$ cat config.mk
export PLATFORM = sky130hd
export DESIGN_NAME = axi_mst_if_flat
export DESIGN_NICKNAME = d
export VERILOG_FILES = /design/src/rtl/axi_mst_if_pkg.sv /design/src/rtl/axi_mst_if_if.sv /design/src/rtl/axi_mst_if.sv /design/src/flat_wrapper.sv
export SDC_FILE = /design/constraint.sdc
export NUM_CORES = 1
export LEC_CHECK = 0
export CORE_AREA = 2 2 161 163
export CTS_CLUSTER_DIAMETER = 150
export DETAILED_ROUTE_END_ITERATION = 6
export DIE_AREA = 0 0 163 165
export PLACE_DENSITY = 0.59
export SLEW_MARGIN = 10
export SYNTH_ARGS = -nofsm -noshare
export SYNTH_HDL_FRONTEND = slang
export SYNTH_SLANG_ARGS = --single-unit
$ cat constraint.sdc
create_clock -name clk -period 6 [get_ports clk]
set_input_delay 0.6 -clock clk [delete_from_list [all_inputs] [get_ports clk]]
set_output_delay 0.6 -clock clk [all_outputs]
set_load 0.01 [all_outputs]
$ cat src/rtl/axi_mst_if_pkg.sv
// ---------------------------------------------------------------------------
// axi_mst_if_pkg
// Purpose : shared types and widths for the AXI initiator (axi_mst_if) and
//           its bus interface (axi_mst_if_if).
// Contents: FSM state encoding, AXI response/burst codes, field widths and
//           the latched request payload.
// ---------------------------------------------------------------------------
package axi_mst_if_pkg;

    localparam int unsigned ADDR_W  = 64;
    localparam int unsigned DATA_W  = 32;
    localparam int unsigned STRB_W  = DATA_W / 8;
    localparam int unsigned ID_W    = 4;
    localparam int unsigned LEN_W   = 8;
    localparam int unsigned SIZE_W  = 3;
    localparam int unsigned BURST_W = 2;
    localparam int unsigned RESP_W  = 2;
    localparam int unsigned BRESP_W = 4;

    typedef enum logic [2:0] {
        ST_IDLE,
        ST_AR,
        ST_R,
        ST_AW,
        ST_W,
        ST_B
    } state_e;

    typedef enum logic [1:0] {
        RESP_OKAY   = 2'd0,
        RESP_EXOKAY = 2'd1,
        RESP_SLVERR = 2'd2,
        RESP_DECERR = 2'd3
    } resp_e;

    typedef enum logic [1:0] {
        BURST_FIXED = 2'd0,
        BURST_INCR  = 2'd1,
        BURST_WRAP  = 2'd2
    } burst_e;

    // Request fields captured on acceptance and held for the whole transaction.
    typedef struct packed {
        logic              write;
        logic [ADDR_W-1:0] addr;
        logic [LEN_W-1:0]  len;
        logic [SIZE_W-1:0] size;
    } req_t;

endpackage

$ cat src/rtl/axi_mst_if_if.sv
// ---------------------------------------------------------------------------
// axi_mst_if_if
// Purpose : AXI AR/R/AW/W/B bundle between the initiator and a responder.
//           Names and widths match the responder blocks port-for-port.
// Modports: master - initiator side (drives AR/AW/W payloads, rready, bready)
//           slave  - responder side (drives ready signals, R and B payloads)
// ---------------------------------------------------------------------------
interface axi_mst_if_if;
    import axi_mst_if_pkg::*;

    logic [ADDR_W-1:0]  araddr;
    logic               arvalid;
    logic               arready;
    logic [ID_W-1:0]    arid;
    logic [BURST_W-1:0] arbrust;
    logic [LEN_W-1:0]   arlen;
    logic [SIZE_W-1:0]  arsize;

    logic [DATA_W-1:0]  rdata;
    logic               rvalid;
    logic               rready;
    logic [ID_W-1:0]    rid;
    logic               rlast;
    logic [RESP_W-1:0]  rresp;

    logic [ADDR_W-1:0]  awaddr;
    logic               awvalid;
    logic               awready;
    logic [ID_W-1:0]    awid;
    logic [BURST_W-1:0] awbrust;
    logic [LEN_W-1:0]   awlen;
    logic [SIZE_W-1:0]  awsize;

    logic [DATA_W-1:0]  wdata;
    logic               wvalid;
    logic               wready;
    logic               wlast;
    logic [STRB_W-1:0]  wstrb;

    logic               bready;
    logic               bvalid;
    logic [BRESP_W-1:0] bresp;
    logic [ID_W-1:0]    bid;

    modport master (
        output araddr, arvalid, arid, arbrust, arlen, arsize,
        input  arready,
        input  rdata, rvalid, rid, rlast, rresp,
        output rready,
        output awaddr, awvalid, awid, awbrust, awlen, awsize,
        input  awready,
        output wdata, wvalid, wlast, wstrb,
        input  wready,
        output bready,
        input  bvalid, bresp, bid
    );

    modport slave (
        input  araddr, arvalid, arid, arbrust, arlen, arsize,
        output arready,
        output rdata, rvalid, rid, rlast, rresp,
        input  rready,
        input  awaddr, awvalid, awid, awbrust, awlen, awsize,
        output awready,
        input  wdata, wvalid, wlast, wstrb,
        output wready,
        input  bready,
        output bvalid, bresp, bid
    );

endinterface

$ cat src/rtl/axi_mst_if.sv
// ---------------------------------------------------------------------------
// axi_mst_if
// Purpose : AXI initiator turning a single-request core port into AR/R or
//           AW/W/B INCR bursts (1..256 beats, 32-bit data), one transaction
//           outstanding at a time.
// Ports   : clk, rst            - clock, async active-high reset
//           i_req_* / o_req_ready - request (write flag, addr, len-1, size)
//           o_rd_* / i_rd_ready - read beats, zero-latency pass-through of R
//           i_wr_* / o_wr_ready - write beats, zero-latency pass-through to W
//           o_done / o_err      - one-cycle completion pulse and status
//           m_axi               - AXI bus (master modport)
// ---------------------------------------------------------------------------
module axi_mst_if
    import axi_mst_if_pkg::*;
#(
    parameter logic [ID_W-1:0]    ID    = 4'd0,
    parameter logic [BURST_W-1:0] BURST = 2'b01
) (
    input  logic                clk,
    input  logic                rst,

    input  logic                i_req_valid,
    output logic                o_req_ready,
    input  logic                i_req_write,
    input  logic [ADDR_W-1:0]   i_req_addr,
    input  logic [LEN_W-1:0]    i_req_len,
    input  logic [SIZE_W-1:0]   i_req_size,

    output logic [DATA_W-1:0]   o_rd_data,
    output logic                o_rd_valid,
    input  logic                i_rd_ready,
    output logic                o_rd_last,

    input  logic [DATA_W-1:0]   i_wr_data,
    input  logic [STRB_W-1:0]   i_wr_strb,
    input  logic                i_wr_valid,
    output logic                o_wr_ready,

    output logic                o_done,
    output logic                o_err,

    axi_mst_if_if.master        m_axi
);

    state_e            r_state;
    req_t              r_req;
    logic [LEN_W-1:0]  r_cnt;
    logic              r_flag;
    logic              r_req_ready;
    logic              r_arvalid;
    logic              r_awvalid;
    logic              r_bready;
    logic              r_done;
    logic              r_err;

    logic              w_in_r;
    logic              w_in_w;
    logic              w_cnt_last;
    logic              w_r_hs;
    logic              w_w_hs;
    logic              w_r_beat_err;
    logic              w_b_err;
    logic              w_unused;

    assign w_in_r     = (r_state == ST_R);
    assign w_in_w     = (r_state == ST_W);
    assign w_cnt_last = (r_cnt == r_req.len);
    assign w_r_hs     = w_in_r & m_axi.rvalid & i_rd_ready;
    assign w_w_hs     = w_in_w & i_wr_valid & m_axi.wready;

    // A read beat is bad on a non-OKAY response, a foreign ID, or an rlast
    // that does not line up with the requested length.
    assign w_r_beat_err = (m_axi.rresp != RESP_W'(RESP_OKAY))
                        | (m_axi.rid != ID)
                        | (m_axi.rlast != w_cnt_last);
    assign w_b_err      = (m_axi.bresp[RESP_W-1:0] != RESP_W'(RESP_OKAY))
                        | (m_axi.bid != ID);

    // Upper bresp bits carry no meaning for this initiator.
    assign w_unused = ^m_axi.bresp[BRESP_W-1:RESP_W];

    // Address channels present the latched request.
    assign m_axi.arvalid = r_arvalid;
    assign m_axi.araddr  = r_req.addr;
    assign m_axi.arlen   = r_req.len;
    assign m_axi.arsize  = r_req.size;
    assign m_axi.arid    = ID;
    assign m_axi.arbrust = BURST;
    assign m_axi.awvalid = r_awvalid;
    assign m_axi.awaddr  = r_req.addr;
    assign m_axi.awlen   = r_req.len;
    assign m_axi.awsize  = r_req.size;
    assign m_axi.awid    = ID;
    assign m_axi.awbrust = BURST;

    // Data beats pass straight through, gated by the state so nothing leaks
    // outside the R/W phases (and everything drops with async reset).
    assign m_axi.rready = w_in_r & i_rd_ready;
    assign o_rd_valid   = w_in_r & m_axi.rvalid;
    assign o_rd_data    = m_axi.rdata;
    assign o_rd_last    = w_in_r & m_axi.rlast;

    assign m_axi.wvalid = w_in_w & i_wr_valid;
    assign m_axi.wdata  = i_wr_data;
    assign m_axi.wstrb  = i_wr_strb;
    assign m_axi.wlast  = w_in_w & w_cnt_last;
    assign o_wr_ready   = w_in_w & m_axi.wready;

    assign m_axi.bready = r_bready;
    assign o_req_ready  = r_req_ready;
    assign o_done       = r_done;
    assign o_err        = r_err;

    // Transaction FSM; shared beat counter and sticky error flag serve R and W.
    always_ff @(posedge clk or posedge rst) begin
        if (rst) begin
            r_state     <= ST_IDLE;
            r_req       <= '0;
            r_cnt       <= '0;
            r_flag      <= 1'b0;
            r_req_ready <= 1'b0;
            r_arvalid   <= 1'b0;
            r_awvalid   <= 1'b0;
            r_bready    <= 1'b0;
            r_done      <= 1'b0;
            r_err       <= 1'b0;
        end else begin
            r_done <= 1'b0;
            r_err  <= 1'b0;
            case (r_state)
                ST_IDLE: begin
                    r_req_ready <= 1'b1;
                    if (i_req_valid && r_req_ready) begin
                        r_req       <= '{write: i_req_write, addr: i_req_addr,
                                         len: i_req_len, size: i_req_size};
                        r_cnt       <= '0;
                        r_flag      <= 1'b0;
                        r_req_ready <= 1'b0;
                        if (i_req_write) begin
                            r_awvalid <= 1'b1;
                            r_state   <= ST_AW;
                        end else begin
                            r_arvalid <= 1'b1;
                            r_state   <= ST_AR;
                        end
                    end
                end
                ST_AR: begin
                    if (m_axi.arready) begin
                        r_arvalid <= 1'b0;
                        r_state   <= ST_R;
                    end
                end
                ST_R: begin
                    if (w_r_hs) begin
                        r_cnt  <= r_cnt + LEN_W'(1);
                        r_flag <= r_flag | w_r_beat_err;
                        // An early rlast still ends the burst (flagged above).
                        if (m_axi.rlast || w_cnt_last) begin
                            r_done      <= 1'b1;
                            r_err       <= r_flag | w_r_beat_err;
                            r_req_ready <= 1'b1;
                            r_state     <= ST_IDLE;
                        end
                    end
                end
                ST_AW: begin
                    if (m_axi.awready) begin
                        r_awvalid <= 1'b0;
                        r_state   <= ST_W;
                    end
                end
                ST_W: begin
                    if (w_w_hs) begin
                        r_cnt <= r_cnt + LEN_W'(1);
                        if (w_cnt_last) begin
                            r_bready <= 1'b1;
                            r_state  <= ST_B;
                        end
                    end
                end
                ST_B: begin
                    if (m_axi.bvalid) begin
                        r_bready    <= 1'b0;
                        r_flag      <= r_flag | w_b_err;
                        r_done      <= 1'b1;
                        r_err       <= r_flag | w_b_err;
                        r_req_ready <= 1'b1;
                        r_state     <= ST_IDLE;
                    end
                end
                default: r_state <= ST_IDLE;
            endcase
        end
    end

endmodule

$ cat src/flat_wrapper.sv
// flat-port wrapper written by rule: the top's interface ports become plain ports
module axi_mst_if_flat import axi_mst_if_pkg::*;
#(
    parameter logic [ID_W-1:0]    ID    = 4'd0,
    parameter logic [BURST_W-1:0] BURST = 2'b01
)
  (clk, rst, i_req_valid, o_req_ready, i_req_write, i_req_addr, i_req_len, i_req_size, o_rd_data, o_rd_valid, i_rd_ready, o_rd_last, i_wr_data, i_wr_strb, i_wr_valid, o_wr_ready, o_done, o_err, m_axi_araddr, m_axi_arvalid, m_axi_arid, m_axi_arbrust, m_axi_arlen, m_axi_arsize, m_axi_arready, m_axi_rdata, m_axi_rvalid, m_axi_rid, m_axi_rlast, m_axi_rresp, m_axi_rready, m_axi_awaddr, m_axi_awvalid, m_axi_awid, m_axi_awbrust, m_axi_awlen, m_axi_awsize, m_axi_awready, m_axi_wdata, m_axi_wvalid, m_axi_wlast, m_axi_wstrb, m_axi_wready, m_axi_bready, m_axi_bvalid, m_axi_bresp, m_axi_bid);
  axi_mst_if_if m_axi_i ();
  input  logic clk;
  input  logic rst;
  input  logic i_req_valid;
  output logic o_req_ready;
  input  logic i_req_write;
  input  logic [ADDR_W-1:0] i_req_addr;
  input  logic [LEN_W-1:0] i_req_len;
  input  logic [SIZE_W-1:0] i_req_size;
  output logic [DATA_W-1:0] o_rd_data;
  output logic o_rd_valid;
  input  logic i_rd_ready;
  output logic o_rd_last;
  input  logic [DATA_W-1:0] i_wr_data;
  input  logic [STRB_W-1:0] i_wr_strb;
  input  logic i_wr_valid;
  output logic o_wr_ready;
  output logic o_done;
  output logic o_err;
  output wire logic [$bits(m_axi_i.araddr)-1:0] m_axi_araddr;
  output wire logic [$bits(m_axi_i.arvalid)-1:0] m_axi_arvalid;
  output wire logic [$bits(m_axi_i.arid)-1:0] m_axi_arid;
  output wire logic [$bits(m_axi_i.arbrust)-1:0] m_axi_arbrust;
  output wire logic [$bits(m_axi_i.arlen)-1:0] m_axi_arlen;
  output wire logic [$bits(m_axi_i.arsize)-1:0] m_axi_arsize;
  input wire logic [$bits(m_axi_i.arready)-1:0] m_axi_arready;
  input wire logic [$bits(m_axi_i.rdata)-1:0] m_axi_rdata;
  input wire logic [$bits(m_axi_i.rvalid)-1:0] m_axi_rvalid;
  input wire logic [$bits(m_axi_i.rid)-1:0] m_axi_rid;
  input wire logic [$bits(m_axi_i.rlast)-1:0] m_axi_rlast;
  input wire logic [$bits(m_axi_i.rresp)-1:0] m_axi_rresp;
  output wire logic [$bits(m_axi_i.rready)-1:0] m_axi_rready;
  output wire logic [$bits(m_axi_i.awaddr)-1:0] m_axi_awaddr;
  output wire logic [$bits(m_axi_i.awvalid)-1:0] m_axi_awvalid;
  output wire logic [$bits(m_axi_i.awid)-1:0] m_axi_awid;
  output wire logic [$bits(m_axi_i.awbrust)-1:0] m_axi_awbrust;
  output wire logic [$bits(m_axi_i.awlen)-1:0] m_axi_awlen;
  output wire logic [$bits(m_axi_i.awsize)-1:0] m_axi_awsize;
  input wire logic [$bits(m_axi_i.awready)-1:0] m_axi_awready;
  output wire logic [$bits(m_axi_i.wdata)-1:0] m_axi_wdata;
  output wire logic [$bits(m_axi_i.wvalid)-1:0] m_axi_wvalid;
  output wire logic [$bits(m_axi_i.wlast)-1:0] m_axi_wlast;
  output wire logic [$bits(m_axi_i.wstrb)-1:0] m_axi_wstrb;
  input wire logic [$bits(m_axi_i.wready)-1:0] m_axi_wready;
  output wire logic [$bits(m_axi_i.bready)-1:0] m_axi_bready;
  input wire logic [$bits(m_axi_i.bvalid)-1:0] m_axi_bvalid;
  input wire logic [$bits(m_axi_i.bresp)-1:0] m_axi_bresp;
  input wire logic [$bits(m_axi_i.bid)-1:0] m_axi_bid;
  assign m_axi_araddr = m_axi_i.araddr;
  assign m_axi_arvalid = m_axi_i.arvalid;
  assign m_axi_arid = m_axi_i.arid;
  assign m_axi_arbrust = m_axi_i.arbrust;
  assign m_axi_arlen = m_axi_i.arlen;
  assign m_axi_arsize = m_axi_i.arsize;
  assign m_axi_i.arready = m_axi_arready;
  assign m_axi_i.rdata = m_axi_rdata;
  assign m_axi_i.rvalid = m_axi_rvalid;
  assign m_axi_i.rid = m_axi_rid;
  assign m_axi_i.rlast = m_axi_rlast;
  assign m_axi_i.rresp = m_axi_rresp;
  assign m_axi_rready = m_axi_i.rready;
  assign m_axi_awaddr = m_axi_i.awaddr;
  assign m_axi_awvalid = m_axi_i.awvalid;
  assign m_axi_awid = m_axi_i.awid;
  assign m_axi_awbrust = m_axi_i.awbrust;
  assign m_axi_awlen = m_axi_i.awlen;
  assign m_axi_awsize = m_axi_i.awsize;
  assign m_axi_i.awready = m_axi_awready;
  assign m_axi_wdata = m_axi_i.wdata;
  assign m_axi_wvalid = m_axi_i.wvalid;
  assign m_axi_wlast = m_axi_i.wlast;
  assign m_axi_wstrb = m_axi_i.wstrb;
  assign m_axi_i.wready = m_axi_wready;
  assign m_axi_bready = m_axi_i.bready;
  assign m_axi_i.bvalid = m_axi_bvalid;
  assign m_axi_i.bresp = m_axi_bresp;
  assign m_axi_i.bid = m_axi_bid;
  axi_mst_if #(.ID(ID), .BURST(BURST)) u_core (.clk(clk), .rst(rst), .i_req_valid(i_req_valid), .o_req_ready(o_req_ready), .i_req_write(i_req_write), .i_req_addr(i_req_addr), .i_req_len(i_req_len), .i_req_size(i_req_size), .o_rd_data(o_rd_data), .o_rd_valid(o_rd_valid), .i_rd_ready(i_rd_ready), .o_rd_last(o_rd_last), .i_wr_data(i_wr_data), .i_wr_strb(i_wr_strb), .i_wr_valid(i_wr_valid), .o_wr_ready(o_wr_ready), .o_done(o_done), .o_err(o_err), .m_axi(m_axi_i));
endmodule
==> results.txt <==
status - completed
CTS resizes - 0
Total GRT Usage - 11.3%
Final Max Slew Viols - 0
Clk Tree Root Cell - clkbuf_16
CORE AREA - 25000 um^2
hold_ws - 499 ps
Hold WC Path Type - flop to flop
port bufs - 260
TritonRoute pass-1 iters - 4
Final Net Count - 885
DP HPWL - 11.9 mm
drt via density - 3.94
final hold viol count - 0
Relative slew margins - 39.8%
Pwr Density - 508 nW/um^2
count of non-filler cells in the finished layout - 1049
fin crit period - 2950 ps
RSZ-0062 raised after global routing - false
Worst Path Arrival - 2350 ps
hold_buf cts - 0
Die Height - 165 um
#FFs+latches synth - 93
Post-Syn Instances - 608
Initial Util - 20.7%
FF-to-FF Start - u_core.r_state[1]
synth warn - 0
Netlist cell types - 44
Synth Cell Area - 5190 um^2
TNS Setup - 0 ps
maximum clock rate - 339 MHz
Max VDD drop - 0.175 mV
Die Area - 26900 um^2
Ant. Diodes - 0
final setup vio count - 0
Max Cap Viol - 0
CP max FO - 4
Final Wtd Congestion - 0.799
DRT iter0 DRCs - 315
commonest non-fill, non-tap cell in the layout - clkdlybuf4s50_1
FP Rows - 58
post-route clock period utilization - 49.2%
largest net degree at the start of global routing - 80
Syn Area/Cell - 8.54 um^2
Startpoint Class - flop
Layout area overhead - 39.7%
total number of vias - 4136
hold path start - u_core.m_axi.awvalid
Clock Pin Slew Worst Setup and Hold Paths - 70 ps
die width - 163 um
Pleak - 3.27 nW
CTS Buf Count - 9
Clock Path Buffers - 2
Placed Cells - 1033
Worst Tran Pin Value - 903 ps
share of layout cells above drive strength 1 - 3.89%
post-synthesis sequential area ratio - 44.8%
CTS tree - built
kind of critical path - flop to output pin
Clock Skews - 9.77 ps
WHS Path Cells - 2
grt total ovfl - 0
most frequent cells in the layout - clkdlybuf4s50_1 (260), nand2_1 (234), dfrtp_1 (93)
# Post-CTS Setup Buffers - 0
CP startpoint - u_core.m_axi.arlen[0]
Routed Antenna Nets - 0
drt wl/cell - 15.2 um
clk sinks - 93
Crit path required time - 5400 ps
Clk Latency, worst-skew pair - 340 ps
initial antenna violation count - 0
FF-to-FF setup slack - 3520 ps
vias in the first global route - 3834
Reg2Reg Depth - 4
endpoint type of the worst setup path - output pin
boundary pin count - 411
CTS H-tree lvls - 3
fill count - 2706
DR DRC count - 0
final wirelength - 15.9 mm
first-pass GRT wire length - 22.9 mm
-- cell families after synthesis --
group / synth area share [%]
and+or+nand+nor: 22.6
DFF: 44.8
other: 0.145
adders and majority gates: 0.482
muxes: 0.626
xor gates and xnor gates: 1.35
AOI/OAI and AO/OA: 4.53
buffers and inverters: 25.4
-- path summary, 6_finish.rpt --
kind | end
min | u_core.m_axi.awvalid
min reg2reg | u_core.m_axi.awvalid
max | m_axi_wlast
max reg2reg | u_core.m_axi.araddr[17]
min in group asynchronous | u_core.m_axi.araddr[22]
max in group asynchronous | u_core.m_axi.araddr[33]
-- state kept, by name (all words and copies together), names as in the netlist --
signal                count
u_core.o_req_ready        1
u_core.m_axi.araddr      64
u_core.r_flag             1
u_core.m_axi.arvalid      1
u_core.m_axi.bready       1
u_core.r_cnt              8
u_core.m_axi.arsize       3
u_core.m_axi.awvalid      1
u_core.o_err              1
u_core.r_state            3
u_core.m_axi.arlen        8
u_core.o_done             1
-- worst max-delay path, cell delays in order, from the launching register on --
cell             delay, ps
dfrtp_1                460
xor2_1                 190
nor4_1                 350
nand2_1                220
nor3_1                 210
clkdlybuf4s50_1        570
-- stage by stage --
stage                     util, %  power (mW)  area (um^2)  worst slack, ps
after global routing         29.0        3.96         7260             2880
final                        29.0        3.69         7260             3050
after detailed placement     27.8        3.16         6970             3060
after CTS                    29.0        3.75         7260             3020
after floorplan                 -        2.31         5230             2980
after global placement       27.8        3.13         6970             3070
-- routing by layer --
layer	track usage, %	share of wire (%)	vias up
met4	4.71	2.5	0
met1	13.0	39	1898
met3	3.89	9.0	34
met5	0	0	-
met2	19.2	50	238
li1	-	-	1966
-- cell type report --
| class | instances | area [um^2] | share of cell area (%) |
|---|---|---|---|
| sequential | 93 | 2330 | 32.1 |
| multi-input combinational | 342 | 1580 | 21.8 |
| clock buffer | 10 | 239 | 3.29 |
| tap | 330 | 413 | 5.69 |
| timing repair buffer | 263 | 2630 | 36.2 |
| clock inverter | 6 | 46.3 | 0.638 |
| inverter | 5 | 21.3 | 0.293 |
-- power by group --
part	switching (mW)	leakage (nW)	internal, mW
registers	0.289	1.17	0.902
logic	0.855	1.97	1.08
clock network	0.269	0.135	0.295
total	1.41	3.27	2.27
-- synthesized netlist by cell type, drive strengths merged --
library cell    n  share of area (%)
nand3           3               0.29
a21o            1               0.14
inv             5               0.36
or3             2               0.24
o21ai           7               0.67
a21oi          13                1.3
ha              2               0.48
nand2         235                 17
nand4           1               0.12
or3b            1               0.17
xor2            8                1.3
o21a            1               0.14
and2            2               0.24
o22ai           3               0.36
conb            2               0.14
and4bb          1               0.24
mux2i           1               0.19
nor4b           1               0.17
nand4b          1               0.17
a31oi           4               0.48
a32oi           1               0.17
a41oi           1               0.17
nand2b          5               0.60
and3            6               0.72
nor3            4               0.39
or4             1               0.14
mux2            2               0.43
clkbuf         11               0.80
nor2            6               0.43
buf           167                 24
and4b           2               0.39
a22o            1               0.17
nor2b           1               0.12
nor4            6                1.0
o31ai           3               0.53
a211oi          3               0.43
nand3b          1               0.14
dfrtp          93                 45
(Power assumes the default switching activity.)
